==> config.mk <==
export PLATFORM = sky130hd
export DESIGN_NAME = mem_access_unit
export DESIGN_NICKNAME = d
export VERILOG_FILES = /design/src/rtl/mem_access_unit.sv
export SDC_FILE = /design/constraint.sdc
export NUM_CORES = 1
export LEC_CHECK = 0
export CAP_MARGIN = 20
export CORE_ASPECT_RATIO = 1.2
export CORE_MARGIN = 2
export CORE_UTILIZATION = 55
export CTS_BUF_LIST = sky130_fd_sc_hd__clkbuf_4 sky130_fd_sc_hd__clkbuf_8 sky130_fd_sc_hd__clkbuf_16
export DETAILED_ROUTE_END_ITERATION = 16
export GPL_TIMING_DRIVEN = 0
export PLACE_DENSITY_LB_ADDON = 0.3
export SLEW_MARGIN = 0
export SYNTH_ARGS = -nofsm -noshare
export SYNTH_HDL_FRONTEND = slang
export SYNTH_SLANG_ARGS = --single-unit
==> constraint.sdc <==
create_clock -name clk -period 7.9 [get_ports clk]
set_input_delay 2.37 -clock clk [delete_from_list [all_inputs] [get_ports clk]]
set_output_delay 2.37 -clock clk [all_outputs]
set_load 0.005 [all_outputs]
==> src/rtl/mem_access_unit.sv <==
// mem_access_unit
//
// Load/store initiator for the MEM stage. It takes one request per handshake
// from the pipeline and drives a byte-addressed, big-endian data memory.
// Halfword accesses are built from two byte beats. Loads are sign- or
// zero-extended. Misaligned, out-of-range and illegal requests are rejected
// without touching memory. Every accepted request returns one response pulse.
//
// Parameters
//   MEM_BYTES      data memory size in bytes, used for the range check
//
// Ports
//   clk            single clock; all state changes on posedge
//   rst            synchronous active-high reset
//   req_valid      request present
//   req_ready      block can accept a request (IDLE and not in reset)
//   req_op         000 LW, 001 SW, 010 LB, 011 SB, 100 LH, 101 SH; 11x illegal
//   req_signed     sign-extend LB/LH results
//   req_addr       byte address
//   req_wdata      store data
//   resp_valid     one-cycle response pulse
//   resp_data      load result; 0 for stores and faults
//   resp_fault     request rejected (qualified by resp_valid)
//   address        memory byte address
//   write_data     memory store data
//   Mem_Write_Read memory command: 10 read, 01 write, 00 idle
//   word_byte      0 word access, 1 byte access
//   Read_data      memory read data (byte reads return the byte in [7:0])

module mem_access_unit #(
    parameter int MEM_BYTES = 32
) (
    input  logic        clk,
    input  logic        rst,
    input  logic        req_valid,
    output logic        req_ready,
    input  logic [2:0]  req_op,
    input  logic        req_signed,
    input  logic [31:0] req_addr,
    input  logic [31:0] req_wdata,
    output logic        resp_valid,
    output logic [31:0] resp_data,
    output logic        resp_fault,
    output logic [31:0] address,
    output logic [31:0] write_data,
    output logic [1:0]  Mem_Write_Read,
    output logic        word_byte,
    input  logic [31:0] Read_data
);

    localparam logic [2:0] OP_LW = 3'b000;
    localparam logic [2:0] OP_SW = 3'b001;
    localparam logic [2:0] OP_LB = 3'b010;
    localparam logic [2:0] OP_SB = 3'b011;
    localparam logic [2:0] OP_LH = 3'b100;
    localparam logic [2:0] OP_SH = 3'b101;

    localparam logic [32:0] MEM_LIMIT = 33'(MEM_BYTES);

    typedef enum logic [1:0] {
        IDLE,
        BEAT0,
        BEAT1,
        RESP
    } state_t;

    state_t      state;
    logic [2:0]  op_q;
    logic        signed_q;
    logic [31:0] addr_q;
    logic [7:0]  wdata_lo_q;
    logic [7:0]  beat0_byte;

    logic        accept;
    logic        req_fault;
    logic [32:0] access_size;
    logic [32:0] range_end;
    logic [31:0] beat0_wdata;
    logic        half_q;

    function automatic logic [31:0] ext8(input logic [7:0] b, input logic s);
        return s ? {{24{b[7]}}, b} : {24'd0, b};
    endfunction

    function automatic logic [31:0] ext16(input logic [15:0] h, input logic s);
        return s ? {{16{h[15]}}, h} : {16'd0, h};
    endfunction

    assign req_ready = (state == IDLE) && !rst;
    assign accept    = req_valid && req_ready;
    assign half_q    = (op_q == OP_LH) || (op_q == OP_SH);

    // Fault check on the incoming request. The end address is computed in
    // 33 bits so an address near 2^32 cannot wrap around and pass the check.
    always_comb begin
        access_size = 33'd1;
        req_fault   = 1'b0;
        case (req_op)
            OP_LW, OP_SW: begin
                access_size = 33'd4;
                if (req_addr[1:0] != 2'b00) req_fault = 1'b1;
            end
            OP_LH, OP_SH: begin
                access_size = 33'd2;
                if (req_addr[0]) req_fault = 1'b1;
            end
            OP_LB, OP_SB: access_size = 33'd1;
            default:      req_fault = 1'b1;
        endcase
        range_end = {1'b0, req_addr} + access_size;
        if (range_end > MEM_LIMIT) req_fault = 1'b1;
    end

    // First-beat store data. SH sends its high byte first because the lower
    // address holds the most significant byte.
    always_comb begin
        case (req_op)
            OP_SW:   beat0_wdata = req_wdata;
            OP_SB:   beat0_wdata = {24'd0, req_wdata[7:0]};
            OP_SH:   beat0_wdata = {24'd0, req_wdata[15:8]};
            default: beat0_wdata = 32'd0;
        endcase
    end

    // Main FSM. Memory and response outputs are all registered here so they
    // are stable for the whole beat/response cycle.
    always_ff @(posedge clk) begin
        if (rst) begin
            state          <= IDLE;
            op_q           <= 3'd0;
            signed_q       <= 1'b0;
            addr_q         <= 32'd0;
            wdata_lo_q     <= 8'd0;
            beat0_byte     <= 8'd0;
            address        <= 32'd0;
            write_data     <= 32'd0;
            Mem_Write_Read <= 2'b00;
            word_byte      <= 1'b0;
            resp_valid     <= 1'b0;
            resp_data      <= 32'd0;
            resp_fault     <= 1'b0;
        end else begin
            case (state)
                IDLE: begin
                    if (accept) begin
                        op_q       <= req_op;
                        signed_q   <= req_signed;
                        addr_q     <= req_addr;
                        wdata_lo_q <= req_wdata[7:0];
                        if (req_fault) begin
                            state      <= RESP;
                            resp_valid <= 1'b1;
                            resp_fault <= 1'b1;
                            resp_data  <= 32'd0;
                        end else begin
                            state          <= BEAT0;
                            address        <= req_addr;
                            write_data     <= beat0_wdata;
                            word_byte      <= (req_op[2:1] != 2'b00);
                            // Even opcodes are loads, odd opcodes are stores.
                            Mem_Write_Read <= req_op[0] ? 2'b01 : 2'b10;
                        end
                    end
                end

                BEAT0: begin
                    beat0_byte <= Read_data[7:0];
                    if (half_q) begin
                        state      <= BEAT1;
                        address    <= addr_q + 32'd1;
                        write_data <= (op_q == OP_SH) ? {24'd0, wdata_lo_q} : 32'd0;
                    end else begin
                        state          <= RESP;
                        address        <= 32'd0;
                        write_data     <= 32'd0;
                        Mem_Write_Read <= 2'b00;
                        word_byte      <= 1'b0;
                        resp_valid     <= 1'b1;
                        resp_fault     <= 1'b0;
                        case (op_q)
                            OP_LW:   resp_data <= Read_data;
                            OP_LB:   resp_data <= ext8(Read_data[7:0], signed_q);
                            default: resp_data <= 32'd0;
                        endcase
                    end
                end

                BEAT1: begin
                    state          <= RESP;
                    address        <= 32'd0;
                    write_data     <= 32'd0;
                    Mem_Write_Read <= 2'b00;
                    word_byte      <= 1'b0;
                    resp_valid     <= 1'b1;
                    resp_fault     <= 1'b0;
                    resp_data      <= (op_q == OP_LH)
                                      ? ext16({beat0_byte, Read_data[7:0]}, signed_q)
                                      : 32'd0;
                end

                RESP: begin
                    state      <= IDLE;
                    resp_valid <= 1'b0;
                    resp_fault <= 1'b0;
                    resp_data  <= 32'd0;
                end

                default: state <= IDLE;
            endcase
        end
    end

endmodule

==> results_dict.tcl, run 1 <==
set metrics [dict create \
    status "finished clean" \
    netSwitchingPower_w 0.00106 \
    rsz0062_at_grt "no" \
    synthCells 1030 \
    dpl.cell_count 1443 \
    p_sw_frac 0.349 \
    cts.sinks 155 \
    setup_violations 0 \
    async_flop_share 0 \
    min_path_type "register to register" \
    max_cap_viol_count 0 \
    synth_common_cells "dfxtp_1, nand2b_1, nand2_1" \
    fin_area_mm2 0.0115 \
    dr_wl_met3_um 2100 \
    antenna_found_initial 0 \
    top_layer_used "met4" \
    cts_root_buffer "clkbuf_16" \
    chipHeight_um 141 \
    synth_compound_area_frac 0.114 \
    path_max_fanout 10 \
    clock_latency_ns 0.43 \
    clockBufferDepth 2 \
    start_kind "primary input" \
    gp_congestion 0.942 \
    fmax_ghz 0.141 \
    drive_above_1_share 0.0552 \
    synth_top_family_by_area "simple AND/OR/NAND/NOR gates" \
    synth_area_leaders "dfxtp_1, mux2i_1, nand2b_1" \
    vias 8328 \
    ir_drop_mv 0.184 \
    numCtsBuffers 17 \
    grt_usage 0.307 \
    yosysMostFrequentCell "dfxtp_1" \
    place_hpwl_um 19100 \
    clkPwrFrac 0.275 \
    ys_warn_count 0 \
    drt-total-wl_um 25800 \
    die_x_um 118 \
    slew_viol_final 0 \
    post-route-period-util 0.901 \
    end_kind "register" \
    drc 0 \
    worst_slew_pin_slew_ns 1.03 \
    routed-wl-met2_um 12800 \
    place_area_mm2 0.0109 \
    yosys.area_share.xor_xnor 0.0438 \
    syn_to_final_growth_pct 33.7 \
    power_frac_seq 0.341 \
    start_util 0.556 \
    antennaDiodeCount 0 \
    post_cts_buffers 0 \
    comb_power_share 0.384 \
    gr-total-overflow 0 \
    first_iter_violations 742 \
    finalSetupTns_ns 0 \
    ctsHoldBuffers 0 \
    nFillCells 1179 \
    rows 50 \
    cp.required_ns 8.22 \
    wl_met1_um 10100 \
    cts_tree "built" \
    syn-cell-area_mm2 0.00859 \
    muxShareOfSynthArea 0.141 \
    p_int_w 0.00198 \
    clk_pin_slew_ns 0.07 \
    synthAdderAreaFrac 0.0169 \
    nets 1368 \
    p_per_area_mw_per_mm2 264 \
    synth_flop_cell "dfxtp_1" \
    cts_resized 0 \
    port_buffers 204 \
    final_antenna_net_count 0 \
    hold_viol 0 \
    synth_edf_count 0 \
    grt_pass1_wl_um 41500 \
    synthSimpleGateAreaFrac 0.272 \
    syn_avg_cell_area_um2 8.34 \
    skew_ns 0.00636 \
    grt_max_degree 17 \
    slew_headroom 0.305 \
    path_class "primary input to register" \
    cp.arrival_ns 7.43 \
    h-tree-depth 4 \
    dr.pass1.iters 5 \
    yosysTopAreaCellShare 0.361 \
    ys_ff_latch 155 \
    viasPerCell 5.65 \
    design.core.area_mm2 0.0155 \
    synth_nets 1144 \
    ys_seq_area_frac 0.361 \
    yosys.area.top_type "dfxtp_1" \
    p_leak_nw 4.32 \
    fin_cells 1475 \
    fin_crit_ns 7.12 \
    io-pin-count 205 \
    dieArea_mm2 0.0166 \
    grt_pass1_vias 8418 \
    yosysUniqueCellTypes 50 \
    wl_per_cell_um 17.5 \
]
==> cell type report <==
| type | count | area, um2 | area share |
|---|---|---|---|
| clock buffer | 17 | 425 | 0.0370 |
| sequential | 155 | 3100 | 0.270 |
| multi-input combinational | 770 | 5050 | 0.439 |
| clock inverter | 15 | 164 | 0.0143 |
| timing repair buffer | 205 | 2050 | 0.178 |
| buffer | 72 | 318 | 0.0277 |
| inverter | 33 | 124 | 0.0108 |
| tap | 208 | 260 | 0.0226 |
==> final timing paths <==
check | cells after the start | end | slack, ns | startpoint
worst max-delay path | 16 | address[2]$_SDFFE_PP0P_ | 0.78 | req_op[2]
worst min-delay path | 2 | address[8]$_SDFFE_PP0P_ | 0.47 | address[8]$_SDFFE_PP0P_
worst max register to register | 9 | write_data[18]$_SDFFE_PP0P_ | 4.81 | state[0]$_SDFFE_PP0P_
worst min register to register | 2 | address[8]$_SDFFE_PP0P_ | 0.47 | address[8]$_SDFFE_PP0P_
==> cell families after synthesis <==
logic type,count (synthesis)
adder cells (fa/ha/maj),11
multiplexers,115
AO/OA/AOI/OAI,172
flip-flops,155
buffers and inverters,105
XOR/XNOR,43
AND/OR/NAND/NOR,429
==> per-stage QoR <==
stage / setup slack [ns] / total power (W) / utilization / hold slack (ns)
6_report: 0.784 / 0.00303 / 0.744 / 0.474
5_1_grt: 0.656 / 0.00317 / 0.744 / 0.491
4_1_cts: 0.919 / 0.00303 / 0.744 / 0.476
3_5_place_dp: 0.547 / 0.00219 / 0.706 / 0.466
3_3_place_gp: 0.490 / 0.00217 / 0.705 / 0.459
2_1_floorplan: 2.15 / 0.00175 / - / 0.450
==> sequential cells by signal (all words and copies together), names as in the netlist <==
name / cells
addr_q: 32
address: 32
resp_data: 32
write_data: 32
beat0_byte: 8
wdata_lo_q: 8
op_q: 3
Mem_Write_Read: 2
state: 2
resp_fault: 1
resp_valid: 1
signed_q: 1
word_byte: 1
==> cell usage in the layout, fill, tap and decap left out, drive strengths merged, types with 10 or more instances in the layout <==
cell type and n:
buf 15, nor3 14, clkbuf 75, nor2b 24, dfxtp 155, nand3 25, nand2b 131, and4 10
o21ai 69, xor2 13, and3 14, nand4 10, a21oi 46, mux2 19, o22ai 26, nor2 52
nand2 102, clkdlybuf4s50 204, inv 39, xnor2 30, ha 10, mux2i 96, nand3b 25
==> routing by layer <==
layer  up-vias  global-route usage
met5         -                   0
met2       382               0.532
met3        60              0.0817
met4         0               0.132
met1      3912               0.357
li1       3974                   -
==> worst max-delay path: stages <==
cell             delay [ns]
clkdlybuf4s50_1        0.57
inv_1                  0.08
clkbuf_1               0.27
nor2_1                 0.78
ha_1                   0.28
a21oi_1                0.10
a21oi_1                0.28
clkbuf_1               0.46
and4_1                 0.27
a21oi_1                0.04
a2111oi_0              0.60
and4bb_1               0.46
a31oi_1                0.16
buf_6                  0.21
buf_6                  0.17
mux2_4                 0.31
==> power by group through the flow <==
| stage | combinational, W | sequential (W) | clock (W) |
|---|---|---|---|
| 5_1_grt | 0.00125 | 0.00105 | 0.000873 |
| 3_5_place_dp | 0.00115 | 0.00105 | 0 |
| 6_report | 0.00116 | 0.00103 | 0.000835 |
| 4_1_cts | 0.00116 | 0.00103 | 0.000838 |
| 2_1_floorplan | 0.000721 | 0.00103 | 0 |
| 3_3_place_gp | 0.00113 | 0.00104 | 0 |
Note: power is estimated with default switching activity, not from simulation.
==> run 2, diff against run 1 <==
CORE_UTILIZATION = 25   (was 55)
==> results_dict.tcl, run 2 (same netlist as run 1, synthesis figures left out) <==
set metrics [dict create \
    skew_ns 0.0111 \
    port_buffers 204 \
    cp_slowest_cell "a2111oi_0" \
    reg2reg_depth 9 \
    clockBufferDepth 2 \
    path_max_fanout 10 \
    first_iter_violations 587 \
    nFillCells 3605 \
    start_kind "primary input" \
    final_antenna_net_count 0 \
    cp_common_cell "buf_6" \
    max_cap_viol_count 0 \
    p_per_area_mw_per_mm2 257 \
    cts.sinks 155 \
    critPathLaunch "req_op[2]" \
    cts_tree "built" \
    status "finished clean" \
    nets 1367 \
    post_cts_buffers 0 \
    final_common_cell "clkdlybuf4s50_1" \
    antenna_found_initial 2 \
    cp.arrival_ns 7.47 \
    chipHeight_um 207 \
    setup_violations 0 \
    hold_viol 0 \
    gr-total-overflow 0 \
    cts_resized 0 \
    worstPathCellList "clkdlybuf4s50_1 -> inv_1 -> clkbuf_1 -> nor2_1 -> fa_1 -> or3b_1 -> a211o_1 -> a22o_1 -> a2111oi_0 -> and4b_1 -> and4bb_1 -> a31oi_1 -> buf_6 -> buf_6 -> mux2_4" \
    clock_latency_ns 0.44 \
    antennaDiodeCount 0 \
    reg2reg_from "state[1]$_SDFFE_PP0P_" \
    worstHoldPathCells 2 \
    dr.pass1.iters 5 \
    end_kind "register" \
    worstHoldStart "write_data[26]$_SDFFE_PP0P_" \
    vias 8075 \
    viasPerCell 4.69 \
    cpLargestDelayFamily "buffers and inverters" \
    final_cell_mix "clkdlybuf4s50_1, dfxtp_1, nand2b_1" \
    rsz0062_at_grt "no" \
    grt_max_degree 18 \
    p_leak_nw 4.32 \
    slew_headroom 0.321 \
    holdWs_ns 0.477 \
    grt_usage 0.166 \
    path_buf_inv 5 \
    slew_viol_final 0 \
    clk_pin_slew_ns 0.07 \
    path_depth 15 \
    rows 74 \
    cp.required_ns 8.22 \
    dieArea_mm2 0.0359 \
    drt-total-wl_um 29600 \
    fmax_ghz 0.140 \
    min_path_type "register to register" \
    gp_congestion 0.865 \
    place_hpwl_um 22700 \
    post-route-period-util 0.905 \
    cts_root_buffer "clkbuf_16" \
    syn_to_final_growth_pct 37.2 \
    drc 0 \
    ir_drop_mv 0.126 \
    start_util 0.253 \
    finalSetupTns_ns 0 \
    io-pin-count 205 \
    numCtsBuffers 17 \
    drive_above_1_share 0.0553 \
    die_x_um 173 \
    wl_per_cell_um 17.2 \
    fin_crit_ns 7.15 \
    worst_slew_pin_slew_ns 1.01 \
    design.core.area_mm2 0.0340 \
    path_class "primary input to register" \
    grt_pass1_vias 8182 \
    grt_pass1_wl_um 46900 \
    ctsHoldBuffers 0 \
    critPathMaxStageDelay_ns 0.63 \
    h-tree-depth 4 \
]
[run 2: worst reg2reg max path, stage by stage (launching register included)]
cell and delay [ns]:
dfxtp_1 0.45, inv_1 0.12, ha_1 0.28, clkbuf_1 0.21
nand2b_1 0.20, clkbuf_1 0.25, nor4_2 0.82, clkbuf_1 0.64
nand2_1 0.16, mux2i_1 0.15
[run 2: layer usage]
metal	global-route usage	routed length, um	part of all wire
met1	0.200	12900	0.43
met2	0.280	13900	0.47
met3	0.0518	2200	0.074
met4	0.0511	554	0.019
met5	0	30	0.0010
[run 2: final cells by class]
type / instances / area, um2 / area share
clock buffers: 17 / 425 / 0.0361
flip-flops and latches: 155 / 3100 / 0.263
plain buffers: 72 / 318 / 0.0270
repair buffers: 204 / 2040 / 0.173
clock inverters: 15 / 150 / 0.0127
inverters: 33 / 124 / 0.0105
well taps: 456 / 571 / 0.0484
multi-input cells: 770 / 5060 / 0.429
[run 2: final timing paths]
check,endpoint,slack (ns)
worst max-delay path,address[19]$_SDFFE_PP0P_,0.75
worst min-delay path,write_data[26]$_SDFFE_PP0P_,0.48
worst max register to register,write_data[12]$_SDFFE_PP0P_,4.55
worst min register to register,write_data[26]$_SDFFE_PP0P_,0.48
[run 2: stage by stage]
stage	std cells	power (W)	setup slack [ns]	utilization	area [um2]
2_1_floorplan	1030	0.00175	2.15	-	8590
6_report	1722	0.00303	0.749	0.347	11800
4_1_cts	1722	0.00309	0.799	0.347	11800
3_5_place_dp	1690	0.00225	0.322	0.330	11200
3_3_place_gp	1690	0.00224	0.378	0.330	11200
5_1_grt	1722	0.00322	0.502	0.347	11800
[run 2: where the power goes]
group | internal [W] | leakage [nW] | total, W | switching, W
Sequential | 0.000926 | 1.26 | 0.00103 | 0.000106
Clock | 0.000422 | 0.282 | 0.000819 | 0.000397
Combinational | 0.000578 | 2.78 | 0.00118 | 0.000605
==> run 3, diff against run 2 <==
SETUP_SLACK_MARGIN = 0.02   (was not set)
==> results of run 3 <==
Same layout as run 2: the final DEF is identical, and so are final timing and power.
